<file path="src/rtl/mem_access_pkg.sv">
// mem_access_pkg: encodings shared by the store encoder and the load decoder.
// It holds the size codes, the load FSM states, and the big-endian
// byte-enable lane definitions that both sides of the memory path use.
package mem_access_pkg;

    localparam logic [1:0] SIZE_WORD    = 2'd0;
    localparam logic [1:0] SIZE_HALF    = 2'd1;
    localparam logic [1:0] SIZE_BYTE    = 2'd2;
    localparam logic [1:0] SIZE_ILLEGAL = 2'd3;

    typedef enum logic [1:0] {
        ST_IDLE = 2'd0,
        ST_WAIT = 2'd1,
        ST_DONE = 2'd2
    } memState_t;

    // Byte enables, bit 3 = bits [31:24] (big-endian lane 0).
    localparam logic [3:0] BE_BYTE0 = 4'b1000;
    localparam logic [3:0] BE_BYTE1 = 4'b0100;
    localparam logic [3:0] BE_BYTE2 = 4'b0010;
    localparam logic [3:0] BE_BYTE3 = 4'b0001;
    localparam logic [3:0] BE_HALF0 = 4'b1100;
    localparam logic [3:0] BE_HALF1 = 4'b0011;
    localparam logic [3:0] BE_WORD  = 4'b1111;
    localparam logic [3:0] BE_NONE  = 4'b0000;

    // Lanes touched by an access; a nonzero half offset maps to the low half.
    function automatic logic [3:0] laneEnable(input logic [1:0] size, input logic [1:0] offset);
        logic [3:0] be;
        be = BE_NONE;
        case (size)
            SIZE_WORD: be = BE_WORD;
            SIZE_HALF: be = (offset == 2'd0) ? BE_HALF0 : BE_HALF1;
            SIZE_BYTE: begin
                case (offset)
                    2'd0:    be = BE_BYTE0;
                    2'd1:    be = BE_BYTE1;
                    2'd2:    be = BE_BYTE2;
                    default: be = BE_BYTE3;
                endcase
            end
            default:   be = BE_NONE;
        endcase
        return be;
    endfunction

endpackage

</file>
<file path="src/rtl/mem_read_data_decoder_lane_extract.sv">
// read_lane_extract: picks the addressed byte/half/word out of a big-endian
// memory word and zero- or sign-extends it to 32 bits. Purely combinational.
module read_lane_extract
    import mem_access_pkg::*;
(
    input  logic [31:0] memData,
    input  logic [1:0]  offset,
    input  logic [1:0]  dataSize,
    input  logic        signExt,
    output logic [31:0] result
);

    logic [3:0]  laneEn;
    logic [7:0]  byteLane;
    logic [15:0] halfLane;

    // Select the lane through the shared byte enables, then extend it.
    always_comb begin
        laneEn   = laneEnable(dataSize, offset);
        byteLane = 8'h00;
        halfLane = 16'h0000;
        result   = 32'h0000_0000;
        case (laneEn)
            BE_BYTE0: byteLane = memData[31:24];
            BE_BYTE1: byteLane = memData[23:16];
            BE_BYTE2: byteLane = memData[15:8];
            BE_BYTE3: byteLane = memData[7:0];
            BE_HALF0: halfLane = memData[31:16];
            BE_HALF1: halfLane = memData[15:0];
            default:  ;
        endcase
        case (dataSize)
            SIZE_WORD: result = memData;
            SIZE_HALF: result = {{16{signExt & halfLane[15]}}, halfLane};
            SIZE_BYTE: result = {{24{signExt & byteLane[7]}}, byteLane};
            default:   result = 32'h0000_0000;
        endcase
    end

endmodule

</file>
<file path="src/rtl/mem_read_data_decoder.sv">
// mem_read_data_decoder: load-side memory read sequencer.
// Accepts one load in IDLE, holds memReq through WAIT until memReady or a
// timeout, then presents the decoded result for one cycle in DONE.
// Optional macro MEM_READ_ALIGN_CHECK_EN: misaligned half/word loads are
// rejected with an error instead of being read.
//
// state | meaning
// IDLE  | waiting for memRead
// WAIT  | memReq high, waiting for memReady or timeout
// DONE  | dataValid pulse with result or error
module mem_read_data_decoder
    import mem_access_pkg::*;
#(
    parameter int unsigned TIMEOUT = 16
) (
    input  logic        clk,
    input  logic        rst,
    input  logic        memRead,
    input  logic [1:0]  offset,
    input  logic [1:0]  dataSize,
    input  logic        signExt,
    output logic        busy,
    output logic        memReq,
    input  logic        memReady,
    input  logic [31:0] memData,
    output logic [31:0] outData,
    output logic        dataValid,
    output logic        error
);

    localparam int CW = (TIMEOUT > 1) ? $clog2(TIMEOUT) : 1;
    localparam logic [CW-1:0] LAST_COUNT = CW'(TIMEOUT - 1);

    memState_t   state;
    logic [CW-1:0] waitCount;
    logic [1:0]  reqOffset;
    logic [1:0]  reqSize;
    logic        reqSignExt;
    logic        illegalReq;
    logic [31:0] decoded;

    read_lane_extract uExtract (
        .memData  (memData),
        .offset   (reqOffset),
        .dataSize (reqSize),
        .signExt  (reqSignExt),
        .result   (decoded)
    );

    // Classify the incoming request before it is accepted.
    always_comb begin
        illegalReq = (dataSize == SIZE_ILLEGAL);
`ifdef MEM_READ_ALIGN_CHECK_EN
        if ((dataSize == SIZE_HALF) && offset[0])
            illegalReq = 1'b1;
        if ((dataSize == SIZE_WORD) && (offset != 2'd0))
            illegalReq = 1'b1;
`endif
    end

    // Load sequencer with registered outputs and wait-state counter.
    always_ff @(posedge clk) begin
        if (rst) begin
            state      <= ST_IDLE;
            busy       <= 1'b0;
            memReq     <= 1'b0;
            dataValid  <= 1'b0;
            error      <= 1'b0;
            outData    <= 32'h0000_0000;
            waitCount  <= '0;
            reqOffset  <= 2'd0;
            reqSize    <= 2'd0;
            reqSignExt <= 1'b0;
        end else begin
            case (state)
                ST_IDLE: begin
                    if (memRead) begin
                        reqOffset  <= offset;
                        reqSize    <= dataSize;
                        reqSignExt <= signExt;
                        busy       <= 1'b1;
                        if (illegalReq) begin
                            state     <= ST_DONE;
                            dataValid <= 1'b1;
                            error     <= 1'b1;
                            outData   <= 32'h0000_0000;
                        end else begin
                            state     <= ST_WAIT;
                            memReq    <= 1'b1;
                            waitCount <= '0;
                        end
                    end
                end
                ST_WAIT: begin
                    if (memReady) begin
                        state     <= ST_DONE;
                        memReq    <= 1'b0;
                        dataValid <= 1'b1;
                        error     <= 1'b0;
                        outData   <= decoded;
                    end else if ((TIMEOUT != 0) && (waitCount == LAST_COUNT)) begin
                        state     <= ST_DONE;
                        memReq    <= 1'b0;
                        dataValid <= 1'b1;
                        error     <= 1'b1;
                        outData   <= 32'h0000_0000;
                    end else begin
                        waitCount <= waitCount + CW'(1);
                    end
                end
                ST_DONE: begin
                    state     <= ST_IDLE;
                    busy      <= 1'b0;
                    dataValid <= 1'b0;
                    error     <= 1'b0;
                end
                default: begin
                    state     <= ST_IDLE;
                    busy      <= 1'b0;
                    memReq    <= 1'b0;
                    dataValid <= 1'b0;
                    error     <= 1'b0;
                end
            endcase
        end
    end

endmodule

</file>
<file path="config.mk">
export PLATFORM = sky130hd
export DESIGN_NAME = mem_read_data_decoder
export DESIGN_NICKNAME = d
export VERILOG_FILES = /design/src/rtl/mem_access_pkg.sv /design/src/rtl/mem_read_data_decoder_lane_extract.sv /design/src/rtl/mem_read_data_decoder.sv
export SDC_FILE = /design/constraint.sdc
export NUM_CORES = 1
export LEC_CHECK = 0
export CAP_MARGIN = 25
export CORE_ASPECT_RATIO = 1.1
export CORE_MARGIN = 3
export CORE_UTILIZATION = 50
export DETAILED_ROUTE_END_ITERATION = 8
export PLACE_DENSITY_LB_ADDON = 0.25
export SLEW_MARGIN = 40
export SYNTH_ARGS = -nofsm -noshare
export SYNTH_HDL_FRONTEND = slang
export SYNTH_HIERARCHICAL = 1
export SYNTH_SLANG_ARGS = --single-unit
</file>
<file path="constraint.sdc">
create_clock -name clk -period 2.8 [get_ports clk]
set_input_delay 0.56 -clock clk [delete_from_list [all_inputs] [get_ports clk]]
set_output_delay 0.56 -clock clk [all_outputs]
set_load 0.05 [all_outputs]
</file>
==> metrics.cfg, run 1 <==
[status]
status = complete, no violations

[die]
floorplan.initialDensity_pct = 53.5
design.die.area_um2 = 6500
number_of_top_level_design_ports = 77
core.rowCount = 27
floorplan.core_area_um2 = 5200
die-width_um = 77.2
die_height_um = 84.3

[critical_path]
reg2reg_slack_ns = 0.43
critical_r2r_launch = reqOffset[1]$_SDFFE_PP0P_
worst-endpoint-required_ns = 3.00
critical_path.max_fanout = 15
setup.worst_path.start_class = input pin
ff2ff_path_depth = 6
path_class = in -> reg
crit_path_end_kind = flip-flop
data_arrival_time_at_the_worst_slack_endpoint_ns = 2.62
critical_path.reg2reg.endpoint = outData[21]$_SDFFE_PP0P_

[finish]
num-nets-final = 438
layout.cells.most_common = clkdlybuf4s50_1
layout_overhead_on_the_synthesized_area_pct = 30.6
layout.cells.most_common_list = clkdlybuf4s50_1 (75), nand3_1 (50), dfxtp_1 (47)
drive_gt1_share_pct = 7.56
num_antenna_cells = 0
fin_cells = 469

[sta]
post-route-period-util_pct = 86.3
fmax_ghz = 0.414
unrepaired_setup_endpoints_after_global_routing = no
final_max_slew_viol_count = 0
final_critical_period_ns = 2.42
final_hold_viol_count = 0
tightestPinTransition_ns = 0.671
maxSlewHeadroom_pct = 55.2
finalClockSkew_ns = 0.00424
fin_setup_tns_ns = 0
setup_violations = 0

[synth]
ys_seq_area_share_pct = 33.8
synth_simple_gate_area_share_pct = 20.8
synthFlopType = dfxtp_1
synthMuxAreaShare_pct = 8.04
synthesis.area_um2 = 2790
ys_async_sr_fraction_pct = 0
synth_enable_flop_cells = 0
synth.area.top_cells = dfxtp_1 (34%), a311oi_1 (10%), nand3_1 (9.0%)
synth_compound_area_share_pct = 29.6
average_cell_area_after_synthesis_um2 = 8.19
ys_types = 48
ys_ff_latch = 47
main_combinational_cell_family_by_area_after_synthesis = compound AO/OA/AOI/OAI gates
synth_xor_area_share_pct = 0
post_synth_fa_ha_maj_area_fraction_pct = 0.449
synthesis.nets = 382
synth_top_area_cell = dfxtp_1
synth_cells = 340
yosys_warnings = 6
top_area_cell_type_share_of_the_netlist_area_pct = 33.8

[worst_hold_path]
holdPathStages = 2
hp-start = error$_SDFFE_PP0P_
min_to = error$_SDFFE_PP0P_
min_path_type = reg -> reg

[grt]
initial_antenna_violation_count = 0
globalRouteOverflowTotal = 0
grt_first_pass_wirelength_mm = 13.9
grt_start_max_net_pins = 66
grt_use_total_pct = 26.1
grt_pass1_vias = 2796

[detailed_routing]
met3WireLength_um = 820
met2RoutedLength_mm = 4.10
routedWlPerCell_um = 18.3
drc_errors = 0
topRoutingLayerUsed = met4
drtAntennaViolNets = 0
met1Wirelength_mm = 3.50
detailedRoute.firstIterationViolations = 421
totalWireLength_mm = 8.60
routed_via_density = 6.62
vias = 3104
first_pass_iters = 6

[power_and_ir_drop]
power.static_leakage_uw = 0.00121
total_power_uw = 1770
powerDensity_nw_per_um2 = 488
vdd_drop_max_uv = 491

[clock_tree]
clock_tree.buffer_depth = 2
cts_num_sinks = 47
postCtsSetupBuffers = 0
clk-insertion-delay-late_ns = 0.30
cts-root-buf = clkbuf_8
cts_repair_resize_count = 0
cts_tree = yes
clk_transition_reported_paths_ns = 0.08
ctsHtreeMaxLevel = 2
cts_buffers = 5
post_cts_hold_buffer_count = 0

[placed_design]
detailedPlacementHpwl_mm = 5.98
io_buffer_count = 76
dpl.cell_count = 461
gp_routability_congestion = 0.841

[run]
drv_cap = 0

==> layout make-up <==
| class | instances | area, um2 |
|---|---|---|
| multi-input cells | 249 | 1640 |
| fillers | 446 | 1560 |
| flip-flops and latches | 47 | 941 |
| repair buffers | 89 | 853 |
| well taps | 72 | 90.1 |
| clock buffers | 7 | 86.3 |
| inverters | 4 | 15.0 |
| clock inverters | 1 | 8.76 |
==> flip-flops by register name, indices dropped and copies added, names as in the netlist <==
register and count:
outData 32, waitCount 4, reqOffset 2, reqSize 2, state 2, busy 1, dataValid 1, error 1
memReq 1, reqSignExt 1
==> power breakdown <==
part           switching, uW  leakage (uW)  internal [uW]
sequential              46.7      0.000382            704
combinational            357      0.000779            233
clock                    230     0.0000484            203
==> critical path, cell delays in order <==
cell	delay [ns]
clkdlybuf4s50_1	0.55
or3b_1	0.36
a211o_1	0.52
nand3_1	0.18
a31oi_1	0.12
a311oi_1	0.33
==> worst max-delay path by stage <==
stage | cells past startpoint | to | slack (ns) | start
3_5_place_dp | 6 | outData[24]$_SDFFE_PP0P_ | 0.13 | memData[31]
2_1_floorplan | 6 | outData[17]$_SDFFE_PP0P_ | 0.93 | memData[31]
4_1_cts | 6 | outData[21]$_SDFFE_PP0P_ | 0.44 | memData[31]
6_report | 6 | outData[21]$_SDFFE_PP0P_ | 0.38 | memData[31]
5_1_grt | 6 | outData[24]$_SDFFE_PP0P_ | 0.31 | memData[31]
3_3_place_gp | 6 | outData[16]$_SDFFE_PP0P_ | 0.19 | memData[31]
==> kinds of logic (layout without fill, tap and decap cells) <==
kind of cell               count (synthesis)  count (layout)
DFF                                       47              47
adders and majority gates                  1               1
buffers and inverters                     44             101
and+or+nand+nor                          115             115
muxes                                     21              21
AOI/OAI and AO/OA                        112             112
==> metrics by stage <==
step	hold slack [ns]	setup WS [ns]	util, %	cell area, um2
6_report	0.476	0.384	69.9	3640
2_1_floorplan	0.442	0.925	-	2790
4_1_cts	0.482	0.439	69.9	3640
3_3_place_gp	0.451	0.193	68.1	3540
5_1_grt	0.499	0.308	69.9	3640
3_5_place_dp	0.464	0.129	68.1	3540
==> Yosys cell counts (4+ instances only) <==
| cell | number |
|---|---|
| buf_1 | 4 |
| clkbuf_1 | 18 |
| nand3_1 | 50 |
| buf_2 | 15 |
| mux2i_1 | 19 |
| o21ai_0 | 14 |
| a221o_1 | 7 |
| nand2_1 | 34 |
| a31oi_1 | 34 |
| a21oi_1 | 9 |
| a311oi_1 | 32 |
| dfxtp_1 | 47 |
| nor2_1 | 11 |
==> metal layers <==
layer,up-vias,global-route usage (%)
li1,1444,-
met1,1474,33.2
met2,165,44.5
met3,21,5.47
met4,0,7.61
met5,-,0
No activity file was read; power rests on OpenSTA's default activity.
==> run 2, diff against run 1 <==
- ABC_CLOCK_PERIOD_IN_PS: unset -> 2800
- GPL_TIMING_DRIVEN: unset -> 0
- MAX_ROUTING_LAYER: unset -> met4
==> run 2 against run 1 <==
Critical path depth up 1. Largest power group unchanged. Die area unchanged. Sequential cell count stayed put. Non-clock buffer count grew 26. Sequential power down 2.9%. Sequential share of layout area is 0.62 points lower. Clock skew is 0.0011 ns higher. Largest cell class unchanged. Hold slack got worse by 0.010 ns. Utilization grew 1.7 points. Total power is 4.0% higher. First-iteration DRC count decreased by 17%.
==> metrics.cfg, run 2 (same netlist as run 1, synthesis figures left out) <==
[status]
status = complete, no violations

[critical_path]
critical_path.max_fanout = 10  ; -5
timing.critical_path.cells = clkdlybuf4s50_1 > or3b_1 > a211o_1 > buf_6 > nand3_1 > nand3_1 > a311oi_1
crit_path_end_kind = flip-flop
worst_path_max_delay_cell = clkdlybuf4s50_1
path_class = in -> reg
data_arrival_time_at_the_worst_slack_endpoint_ns = 2.63  ; about the same
setup.worst_path.start_class = input pin
critPathMostFrequentCell = nand3_1
slowest_delay_ns = 0.57  ; +0.02 ns
worst-endpoint-required_ns = 3.00  ; about the same

[clock_tree]
cts_tree = yes
clock_tree.buffer_depth = 2  ; unchanged
clk-insertion-delay-late_ns = 0.30  ; about the same
postCtsSetupBuffers = 0  ; unchanged
cts_repair_resize_count = 0  ; unchanged
ctsHtreeMaxLevel = 2  ; unchanged
cts_buffers = 5  ; unchanged
cts_num_sinks = 47  ; unchanged
cts-root-buf = clkbuf_8
post_cts_hold_buffer_count = 0  ; unchanged
clk_transition_reported_paths_ns = 0.08  ; about the same

[sta]
final_hold_viol_count = 0  ; unchanged
post-route-period-util_pct = 86.8  ; +0.53 points
final_max_slew_viol_count = 0  ; unchanged
fin_setup_tns_ns = 0  ; unchanged
unrepaired_setup_endpoints_after_global_routing = no
final_critical_period_ns = 2.43  ; +0.0150 ns
finalClockSkew_ns = 0.00539  ; +0.00114 ns
setup_violations = 0  ; unchanged
fmax_ghz = 0.411  ; -0.62%
maxSlewHeadroom_pct = 49.7  ; -5.5 points
post-route-worst-setup-slack_ns = 0.369  ; -0.0150 ns
tightestPinTransition_ns = 0.752  ; +0.0811 ns

[die]
number_of_top_level_design_ports = 77  ; unchanged
die_height_um = 84.3  ; unchanged
die-width_um = 77.2  ; unchanged
core.rowCount = 27  ; unchanged
floorplan.core_area_um2 = 5200  ; unchanged
floorplan.initialDensity_pct = 53.5  ; unchanged
design.die.area_um2 = 6500  ; unchanged

[finish]
layout.cells.most_common_list = clkdlybuf4s50_1 (75), nand3_1 (50), dfxtp_1 (47)
num-nets-final = 464  ; +5.9%
largest_register_ffs = 32  ; unchanged
num_antenna_cells = 0  ; unchanged
layout.cells.most_common = clkdlybuf4s50_1
drive_gt1_share_pct = 7.35  ; -0.21 points
layout_overhead_on_the_synthesized_area_pct = 33.9
reg_with_most_ffs = outData
reg_top3 = outData x32, waitCount x4

[detailed_routing]
first_pass_iters = 5  ; -1
routed_via_density = 6.48  ; -2.0%
routedWlPerCell_um = 18.3  ; -0.26%
drc_errors = 0  ; unchanged
totalWireLength_mm = 9.03  ; +5.1%
detailedRoute.firstIterationViolations = 351  ; -17%
drtAntennaViolNets = 0  ; unchanged
vias = 3203  ; +3.2%

[worst_hold_path]
min_path_type = reg -> reg

[placed_design]
gp_routability_congestion = 0.944  ; +12%
detailedPlacementHpwl_mm = 6.71  ; +12%
io_buffer_count = 75  ; -1.3%
preCtsSetupSlack_ns = 0.125  ; -0.00484 ns

[grt]
grt_first_pass_wirelength_mm = 14.9  ; +7.0%
initial_antenna_violation_count = 0  ; unchanged
grt_pass1_vias = 2949  ; +5.5%
globalRouteOverflowTotal = 0  ; unchanged
grt_use_total_pct = 28.7  ; +2.5 points
grt_start_max_net_pins = 14  ; -79%

[power_and_ir_drop]
vdd_drop_max_uv = 425  ; -14%
power.static_leakage_uw = 0.00126  ; +3.8%
powerDensity_nw_per_um2 = 495  ; +1.5%

[run]
drv_cap = 0  ; unchanged

run 2: final timing paths:
check                                                from                  endpoint  slack, ns  depth (start not counted)
worst min-delay path               dataValid$_SDFFE_PP0P_    dataValid$_SDFFE_PP0P_       0.47                          1
worst min register to register     dataValid$_SDFFE_PP0P_    dataValid$_SDFFE_PP0P_       0.47                          1
worst max register to register  reqOffset[0]$_SDFFE_PP0P_  outData[11]$_SDFFE_PP0P_       0.61                          7
worst max-delay path                          memData[31]  outData[16]$_SDFFE_PP0P_       0.37                          7
run 2: worst max-delay path, delay by kind of cell:
family,cells,cell delay [ns]
buf+inv,2,0.75
compound gates,2,0.70
simple gates,3,0.62
run 2: power by group:
part	switching, uW	internal [uW]	leakage [uW]
registers	24.9	705	0.000382
logic	391	236	0.000822
clock network	226	262	0.0000513
run 2: stage by stage:
stage | hold slack (ns) | total power [uW] | area, um2 | utilization [%] | cells
2_1_floorplan | 0.442 | 1150 | 2790 | - | 340
3_5_place_dp | 0.452 | 1360 | 3630 | 69.7 | 487
4_1_cts | 0.473 | 1840 | 3730 | 71.7 | 494
5_1_grt | 0.509 | 1930 | 3730 | 71.7 | 494
3_3_place_gp | 0.448 | 1350 | 3630 | 69.7 | 487
6_report | 0.465 | 1840 | 3730 | 71.7 | 494
run 2: metal layers:
layer,global-route usage (%),vias up,routed length (um)
met2,47.4,166,4510
met1,37.2,1541,3750
met4,5.34,0,67
li1,-,1486,-
met5,-,-,0
met3,4.72,10,699
run 2: cell type report:
class	count	area (um2)
sequential	47	941
clock buffer	6	72.6
fill	440	1470
tap	72	90.1
multi-input combinational	249	1640
inverter	4	15.0
clock inverter	1	30.0
buffer	40	191
timing repair buffer	75	751
==> run 3, diff against run 2 <==
- GPL_TIMING_DRIVEN: 0 -> unset
==> run 3 against run 2 <==
Hold slack gained 0.013 ns. Clock power shrank 12%. Non-clock buffer count shrank 27. Global-route usage shrank 1.5 points. Sequential share of layout area grew 0.73 points. Clock skew grew 0.0043 ns. Setup slack gained 0.11 ns. Wire length shrank 4.0%. Utilization shrank 2.0 points. Combinational power shrank 6.5%.
==> metrics.cfg, run 3 (same netlist as run 1, synthesis figures left out) <==
[status]
status = complete, no violations

[power_and_ir_drop]
netSwitchingPower_uw = 656  ; +2.2%
sw_frac_of_total_pct = 37.1  ; +2.3 points
share_clk_of_total_power_pct = 24.1  ; -2.4 points
vdd_drop_max_uv = 301  ; -29%
reg_power_share_pct = 42.6  ; +3.1 points
power.static_leakage_uw = 0.00120  ; -4.1%
powerDensity_nw_per_um2 = 488  ; -1.4%
internal-power_uw = 1110  ; -7.7%
comb_power_share_pct = 33.2  ; -0.8 points

[detailed_routing]
drc_errors = 0  ; unchanged
totalWireLength_mm = 8.67  ; -4.0%
detailedRoute.firstIterationViolations = 327  ; -6.8%
routed_via_density = 6.68  ; +3.0%
routedWlPerCell_um = 18.5  ; +1.3%
drtAntennaViolNets = 0  ; unchanged
vias = 3124  ; -2.5%
first_pass_iters = 5  ; unchanged

[die]
floorplan.initialDensity_pct = 53.5  ; unchanged
die_height_um = 84.3  ; unchanged
design.die.area_um2 = 6500  ; unchanged
number_of_top_level_design_ports = 77  ; unchanged
floorplan.core_area_um2 = 5200  ; unchanged
die-width_um = 77.2  ; unchanged
core.rowCount = 27  ; unchanged

[placed_design]
detailedPlacementHpwl_mm = 5.88  ; -12%
gp_routability_congestion = 0.840  ; -11%
io_buffer_count = 76  ; +1.3%

[finish]
layout.cells.most_common = clkdlybuf4s50_1
register_area_um2 = 941  ; unchanged
combined_area_of_the_multi_input_logic_cells_um2 = 1640  ; +0.38%
layout_overhead_on_the_synthesized_area_pct = 30.1
reg_with_most_ffs = outData
filler_cell_count = 440  ; unchanged
reg_top3 = outData x32, waitCount x4
num_antenna_cells = 0  ; unchanged
num-nets-final = 437  ; -5.8%
layout.cells.most_common_list = clkdlybuf4s50_1 (75), nand3_1 (50), dfxtp_1 (47)
finalCoreUtilization_pct = 69.6  ; -2.0 points
largest_register_ffs = 32  ; unchanged
drive_gt1_share_pct = 7.58  ; +0.23 points

[grt]
global_route.usage.met1_pct = 33.8  ; -3.3 points
globalRouteOverflowTotal = 0  ; unchanged
met2_usage_pct = 42.8  ; -4.6 points
grt_pass1_vias = 2933  ; -0.54%
grt_first_pass_wirelength_mm = 14.2  ; -4.9%
top_usage_layer = met2
met3_global_route_usage_pct = 5.36  ; +0.64 points
grt_start_max_net_pins = 52  ; +38
grt_use_total_pct = 27.1  ; -1.5 points
initial_antenna_violation_count = 0  ; unchanged

[clock_tree]
cts_repair_resize_count = 0  ; unchanged
clk_transition_reported_paths_ns = 0.10  ; +0.02 ns
cts_num_sinks = 47  ; unchanged
cts_tree = yes
postCtsSetupBuffers = 0  ; unchanged
clock_tree.buffer_depth = 2  ; unchanged
post_cts_hold_buffer_count = 0  ; unchanged
ctsHtreeMaxLevel = 2  ; unchanged
cts_buffers = 5  ; unchanged
clk-insertion-delay-late_ns = 0.31  ; about the same
cts-root-buf = clkbuf_8

[sta]
final_max_slew_viol_count = 0  ; unchanged
post-route-period-util_pct = 83.0  ; -3.8 points
setup_violations = 0  ; unchanged
maxSlewHeadroom_pct = 57.0  ; +7.3 points
unrepaired_setup_endpoints_after_global_routing = no
final_critical_period_ns = 2.32  ; -0.106 ns
fmax_ghz = 0.430  ; +4.6%
finalClockSkew_ns = 0.00971  ; +0.00433 ns
fin_setup_tns_ns = 0  ; unchanged
tightestPinTransition_ns = 0.644  ; -0.108 ns
final_hold_viol_count = 0  ; unchanged

[critical_path]
ff2ff_path_depth = 5  ; -2
critPathMostFrequentCell = nand3_1
timing.critical_path.cells = clkdlybuf4s50_1 > or3b_1 > a211o_1 > nand3_1 > nand3_1 > a311oi_1
path_class = in -> reg
worst_path_max_delay_cell = clkdlybuf4s50_1
critical_path.reg2reg.endpoint = outData[6]$_SDFFE_PP0P_
critical_r2r_launch = reqSize[1]$_SDFFE_PP0P_
worst-endpoint-required_ns = 3.02  ; +0.02 ns
data_arrival_time_at_the_worst_slack_endpoint_ns = 2.55  ; -0.08 ns
slowest_delay_ns = 0.55  ; -0.02 ns
crit_path_end_kind = flip-flop
critical_path.max_fanout = 15  ; +5
setup.worst_path.start_class = input pin
reg2reg_slack_ns = 0.56  ; -0.05 ns

[worst_hold_path]
min_path_type = reg -> reg
min_to = error$_SDFFE_PP0P_
holdPathStages = 2  ; +1
hp-start = error$_SDFFE_PP0P_

[run]
drv_cap = 0  ; unchanged

## run 3: worst max-delay path by stage
stage / startpoint / end / slack [ns] / cells after the start
final: memData[31] / outData[18]$_SDFFE_PP0P_ / 0.48 / 6
after global routing: memData[31] / outData[23]$_SDFFE_PP0P_ / 0.32 / 6
after CTS: memData[31] / outData[18]$_SDFFE_PP0P_ / 0.47 / 6
after detailed placement: memData[31] / outData[18]$_SDFFE_PP0P_ / 0.16 / 6
after global placement: memData[31] / outData[23]$_SDFFE_PP0P_ / 0.23 / 6
after floorplan: memData[31] / outData[17]$_SDFFE_PP0P_ / 0.93 / 6
## run 3: power groups by stage
stage,Combinational (uW),Sequential [uW],Clock [uW]
finish,587,753,427
global route,627,760,460
CTS,579,752,427
detailed placement,575,767,0
global placement,567,764,0
floorplan,315,831,0
## run 3: area by class of cell
class / instances / share of cell area [%]
Timing Repair Buffer: 88 / 23.3
Tap cell: 72 / 2.49
Inverter: 4 / 0.414
Clock buffer: 5 / 1.90
Multi-Input combinational cell: 249 / 45.4
Clock inverter: 3 / 0.518
Sequential cell: 47 / 26.0
## run 3: stage by stage
step | hold slack (ns) | cells | setup slack, ns | total power [uW] | cell area (um2)
2_1_floorplan | 0.442 | 340 | 0.925 | 1150 | 2790
3_3_place_gp | 0.452 | 460 | 0.233 | 1330 | 3540
3_5_place_dp | 0.466 | 460 | 0.164 | 1340 | 3540
4_1_cts | 0.488 | 468 | 0.473 | 1760 | 3620
5_1_grt | 0.503 | 468 | 0.317 | 1850 | 3620
6_report | 0.479 | 468 | 0.476 | 1770 | 3620
## run 3: metal layers
layer	vias to the layer above	wire length (um)
li1	1444	-
met1	1484	3530
met2	168	4110
met3	28	755
met4	0	270
met5	-	0
## run 3: critical path, delay by kind of cell
kind / cells / cell delay (ns)
and+or+nand+nor: 3 / 0.65
AOI/OAI and AO/OA: 2 / 0.79
buffers and inverters: 1 / 0.55
